==> src/rtl/uart_rx_ctrl.sv <==
`timescale 1ns/1ps
`default_nettype none
// ============================================================================
//  Module      : uart_rx_ctrl
//  Description : Frame sequencing FSM for an oversampled UART receiver.
//                It walks the frame as START, DATA x8, optional PARITY,
//                STOP and DONE. It enables the external edge/bit counter and
//                the data sampler, and strobes the start, parity and stop
//                checkers and the deserializer at the mid-bit sample point.
//                It raises data_valid for one cycle when a byte is clean.
//  Revision    : 1.0 - initial release
// ============================================================================
module uart_rx_ctrl #(
  parameter int PRESC_W = 6
) (
  input  logic               CLK,
  input  logic               RST,
  input  logic               RX_IN,
  input  logic               PAR_EN,
  input  logic [PRESC_W-1:0] Prescale,
  input  logic [PRESC_W-1:0] edge_cnt,
  input  logic [3:0]         bit_cnt,
  input  logic               strt_glitch,
  input  logic               par_err,
  input  logic               stp_err,
  output logic               cnt_en,
  output logic               dat_samp_en,
  output logic               strt_chk_en,
  output logic               deser_en,
  output logic               par_chk_en,
  output logic               stp_chk_en,
  output logic               data_valid
);

  // Binary state encoding. Codes 6 and 7 are unused and fall back to IDLE.
  localparam logic [2:0] ST_IDLE   = 3'd0;
  localparam logic [2:0] ST_START  = 3'd1;
  localparam logic [2:0] ST_DATA   = 3'd2;
  localparam logic [2:0] ST_PARITY = 3'd3;
  localparam logic [2:0] ST_STOP   = 3'd4;
  localparam logic [2:0] ST_DONE   = 3'd5;

  // Frame bit indices as reported by the external bit counter
  localparam logic [3:0] BIT_START     = 4'd0;
  localparam logic [3:0] BIT_FIRST_DAT = 4'd1;
  localparam logic [3:0] BIT_LAST_DAT  = 4'd8;
  localparam logic [3:0] BIT_NINE      = 4'd9;
  localparam logic [3:0] BIT_TEN       = 4'd10;

  logic [2:0] state_q;
  logic [2:0] state_d;
  logic       par_en_q;
  logic       par_en_d;

  // Edge-counter landmarks within one bit period
  logic [PRESC_W-1:0] w_samp_pt;   // mid-bit sample point, P/2+2
  logic [PRESC_W-1:0] w_bit_end;   // last oversample of a bit, P-1
  logic [PRESC_W-1:0] w_stop_end;  // stop bit is cut short one past the sample
  logic               w_at_samp;
  logic               w_at_end;
  logic               w_at_stop_end;

  // Bit-index qualifiers; a counter value that does not fit the current
  // state suppresses both strobes and transitions.
  logic w_bit_is_start;
  logic w_bit_is_data;
  logic w_bit_is_last_data;
  logic w_bit_is_parity;
  logic w_bit_is_stop;

  assign w_samp_pt     = (Prescale >> 1) + PRESC_W'(2);
  assign w_bit_end     = Prescale - PRESC_W'(1);
  assign w_stop_end    = w_samp_pt + PRESC_W'(1);

  assign w_at_samp     = (edge_cnt == w_samp_pt);
  assign w_at_end      = (edge_cnt == w_bit_end);
  assign w_at_stop_end = (edge_cnt == w_stop_end);

  assign w_bit_is_start     = (bit_cnt == BIT_START);
  assign w_bit_is_data      = (bit_cnt >= BIT_FIRST_DAT) && (bit_cnt <= BIT_LAST_DAT);
  assign w_bit_is_last_data = (bit_cnt == BIT_LAST_DAT);
  assign w_bit_is_parity    = (bit_cnt == BIT_NINE);
  // The stop bit follows the parity bit when parity is enabled for this frame
  assign w_bit_is_stop      = par_en_q ? (bit_cnt == BIT_TEN) : (bit_cnt == BIT_NINE);

  // State register and per-frame parity-enable latch
  always_ff @(posedge CLK or negedge RST) begin
    if (!RST) begin
      state_q  <= ST_IDLE;
      par_en_q <= 1'b0;
    end else begin
      state_q  <= state_d;
      par_en_q <= par_en_d;
    end
  end

  // Next-state logic; PAR_EN is sampled only when a new frame begins
  always_comb begin
    state_d  = state_q;
    par_en_d = par_en_q;
    case (state_q)
      ST_IDLE: begin
        if (!RX_IN) begin
          state_d  = ST_START;
          par_en_d = PAR_EN;
        end
      end
      ST_START: begin
        if (w_at_end && w_bit_is_start) begin
          state_d = strt_glitch ? ST_IDLE : ST_DATA;
        end
      end
      ST_DATA: begin
        if (w_at_end && w_bit_is_last_data) begin
          state_d = par_en_q ? ST_PARITY : ST_STOP;
        end
      end
      ST_PARITY: begin
        if (w_at_end && w_bit_is_parity) begin
          state_d = ST_STOP;
        end
      end
      ST_STOP: begin
        if (w_at_stop_end && w_bit_is_stop) begin
          state_d = ST_DONE;
        end
      end
      ST_DONE: begin
        // A low line here is the start bit of a back-to-back frame
        if (!RX_IN) begin
          state_d  = ST_START;
          par_en_d = PAR_EN;
        end else begin
          state_d  = ST_IDLE;
        end
      end
      default: begin
        state_d  = ST_IDLE;
        par_en_d = 1'b0;
      end
    endcase
  end

  // Output decode from state, edge counter and bit index
  always_comb begin
    cnt_en      = 1'b0;
    dat_samp_en = 1'b0;
    strt_chk_en = 1'b0;
    deser_en    = 1'b0;
    par_chk_en  = 1'b0;
    stp_chk_en  = 1'b0;
    data_valid  = 1'b0;
    case (state_q)
      ST_START: begin
        cnt_en      = 1'b1;
        dat_samp_en = 1'b1;
        strt_chk_en = w_at_samp && w_bit_is_start;
      end
      ST_DATA: begin
        cnt_en      = 1'b1;
        dat_samp_en = 1'b1;
        deser_en    = w_at_samp && w_bit_is_data;
      end
      ST_PARITY: begin
        cnt_en      = 1'b1;
        dat_samp_en = 1'b1;
        par_chk_en  = w_at_samp && w_bit_is_parity;
      end
      ST_STOP: begin
        cnt_en      = 1'b1;
        dat_samp_en = 1'b1;
        stp_chk_en  = w_at_samp && w_bit_is_stop;
      end
      ST_DONE: begin
        // Parity error only matters when this frame carried a parity bit
        data_valid = !stp_err && (!par_en_q || !par_err);
      end
      default: begin
        cnt_en = 1'b0;
      end
    endcase
  end

endmodule
`default_nettype wire
==> config.mk <==
export PLATFORM = sky130hd
export DESIGN_NAME = uart_rx_ctrl
export DESIGN_NICKNAME = d
export VERILOG_FILES = /design/src/rtl/uart_rx_ctrl.sv
export SDC_FILE = /design/constraint.sdc
export NUM_CORES = 1
export LEC_CHECK = 0
export ABC_AREA = 1
export ABC_CLOCK_PERIOD_IN_PS = 5540
export CORE_MARGIN = 3
export CORE_UTILIZATION = 51
export DETAILED_ROUTE_END_ITERATION = 16
export PLACE_DENSITY = 0.89
export RECOVER_POWER = 50
export SLEW_MARGIN = 20
export SYNTH_ARGS = -nofsm -noshare
export SYNTH_HDL_FRONTEND = slang
export SYNTH_SLANG_ARGS = --single-unit
==> constraint.sdc <==
create_clock -name CLK -period 5.54 [get_ports CLK]
set_input_delay 1.385 -clock CLK [delete_from_list [all_inputs] [get_ports CLK]]
set_output_delay 1.385 -clock CLK [all_outputs]
set_load 0.01 [all_outputs]
==> qor.txt <==
Critical Path RT - 4160 ps
Ys Warns - 0
DIE AREA - 2570 sq um
Max Cap Violations - 0
Initial DRC count - 30
Met3 WL post-DR - 147 um
Postcts setup bufs - 0
Peak VDD IR - 0.000145 V
Crit path to - stp_chk_en
CTS H-tree depth - 1
First-pass GRT wire length - 4490 um
# diodes - 0
Core Region - 1800 sq um
Worst reg2reg endpoint - state_q[1]$_DFFE_PN0P_
CP max stage delay - 590 ps
WL/cell - 10.9 um
EDFF count, synth - 0
Final worst-path cycle share - 96.5%
Antenna viol nets, final - 0
Crit path max-delay cell type - clkdlybuf4s50_1
Cts hold-fix bufs - 0
Crit path DAT - 3960 ps
GRT overflow - 0
R2R Path Start - par_en_q$_DFFE_PN0P_
Wire length on met1 - 1210 um
Final hold slack - 572 ps
Residual DRC - 0
Initial antenna violation count - 0
Final slew viol count - 0
Via Count - 1273
Post-synthesis average cell area - 5.33 sq um
RSZ-0062 raised after global routing - false
Synth cell types - 25
Max clock buf depth - 2
Synthesized instance count - 191
CP top delay family - buffers and inverters
Slew HR - 81.4%
Hold path start - state_q[1]$_DFFE_PN0P_
Crit path cell chain - clkdlybuf4s50_1 > inv_1 > ha_1 > inv_1 > nand2_1 > nand2_1 > nand3_1 > nor2_1 > nand4_1 > nor4_1 > clkdlybuf4s50_1
Root buffer cell - clkbuf_4
Fillcell total - 165
Met2 wire length - 1320 um
Hold crit path type - reg2reg
Clock slew at reported path FFs - 40 ps
TritonCTS Sinks - 4
Reg2Reg Depth - 10
Total negative slack - 0 ps
CP Launch Point - Prescale[2]
FF-to-FF setup slack - 4010 ps
DR pass1 iterations - 4
Register area share after synthesis - 9.84%
TritonCTS Buffers - 3
WP depth - 11
Fraction of layout cells with a size suffix above 1 - 7.21%
Crit path time final - 5340 ps
Main synth FF type - dfrtp_1
Rows - 15
HPWL after detailed placement - 2360 um
Fraction of registers with async set/reset - 100%
Max Clk Rate - 0.187 GHz
Run status - completed
DR top layer - met4
Multi-input gate area - 763 sq um
CP Capture Type - primary output
Final Hold Viols - 0
Final core utilization - 75.1%
Vias/cell - 5.15
Total Routing Usage GR - 21.9%
Placer Congestion - 0.899
Register bit total from synthesis - 4
Leakage - 0.714 nW
Vias in the first global route - 1184
Post-Syn Area - 1020 sq um
Net Count, Synth - 221
Sequential cell area - 100 sq um
Crit Path Max Fanout - 6
CP bufs+invs - 4
P per Cell Area - 235 nW/um^2
DRT Wirelength - 2690 um
IO buf count - 29
Largest net degree at the start of global routing - 8
Final setup fails - 0
Fin nets - 254
Setup clock skew after layout - 2.14 ps
Crit Path Class - in2out
Die Y-Extent - 50.7 um
Die W - 50.7 um
Post_cts resized - 0
Area grow syn2layout - 33.1%
Actual slew at the worst max-slew pin - 277 ps
I/O pin total - 30
Insertion delay to the later sink of the worst-skew pair - 240 ps
CTS tree - done
Starting density of the core - 56.5%
Setup crit start kind - primary input
worst min path at each step:
| stage | endpoint | slack (ps) | cells after the start |
|---|---|---|---|
| CTS | state_q[1]$_DFFE_PN0P_ | 570 | 2 |
| global placement | state_q[1]$_DFFE_PN0P_ | 550 | 2 |
| finish | state_q[1]$_DFFE_PN0P_ | 570 | 2 |
| detailed placement | state_q[1]$_DFFE_PN0P_ | 560 | 2 |
| floorplan | state_q[1]$_DFFE_PN0P_ | 500 | 2 |
| global route | state_q[1]$_DFFE_PN0P_ | 600 | 2 |
flip-flops by register name, summed over array words and instances (netlist names):
name	flops
par_en_q	1
state_q	3
power by group:
group / leakage (nW) / switching [mW] / internal, mW
Sequential: 0.0515 / 0.0175 / 0.0430
Combinational: 0.649 / 0.131 / 0.0879
Clock: 0.0138 / 0.0140 / 0.0244
cell type report:
type / instances / share of cell area [%]
well taps: 25 / 2.31
flip-flops and latches: 4 / 7.39
inverters: 39 / 10.8
clock buffers: 3 / 1.66
multi-input cells: 147 / 56.4
repair buffers: 29 / 21.4
worst min-delay path: cells and delay by family, from the launching register on:
family | cells | cell delay (ps)
flops | 1 | 420
simple gates | 2 | 130
placed cells by master, fill, tap and decap left out, types with 2 or more instances in the layout:
cell,instances
a21oi_1,3
clkbuf_4,3
clkdlybuf4s50_1,25
dfrtp_1,4
dlygate4sd3_1,4
ha_1,7
inv_1,38
nand2_1,65
nand2_2,4
nand3_1,16
nand4_1,3
nor2_1,23
nor2_2,3
nor3_1,3
o211ai_1,3
o21ai_0,4
xnor2_1,2
xor2_1,3
metrics by stage:
stage	std cells	power, mW	setup WS, ps	cell area, sq um
after floorplan	191	0.207	1520	1020
after global placement	244	0.273	361	1330
after detailed placement	244	0.281	215	1330
after CTS	247	0.320	193	1350
after global routing	247	0.347	10.7	1350
final	247	0.318	196	1350
cell usage after synthesis (2+ instances only):
cell / number / share of area, %
a21oi_1: 3 / 1.5
nand3_1: 16 / 7.9
nor2_2: 3 / 1.8
nand4_1: 3 / 1.8
nor2_1: 23 / 8.5
o21ai_0: 4 / 2.0
nor3_1: 3 / 1.5
nand2_2: 4 / 2.5
nand2_1: 65 / 24
inv_1: 38 / 14
o211ai_1: 3 / 2.2
ha_1: 7 / 8.6
dfrtp_1: 4 / 9.8
xnor2_1: 2 / 1.7
xor2_1: 3 / 2.6
routing by layer:
layer	global-route usage [%]	up-vias
li1	-	651
met3	1.78	4
met4	6.73	0
met2	38.9	45
met5	0	-
met1	27.6	573
cell families after synthesis:
family                   share of synthesized area [%]
AO/OA/AOI/OAI                                     8.00
AND/OR/NAND/NOR                                   52.5
flip-flops                                        9.84
buffers and inverters                             15.1
XOR/XNOR                                          5.91
adder cells (fa/ha/maj)                           8.61
(Power assumes the default switching activity.)
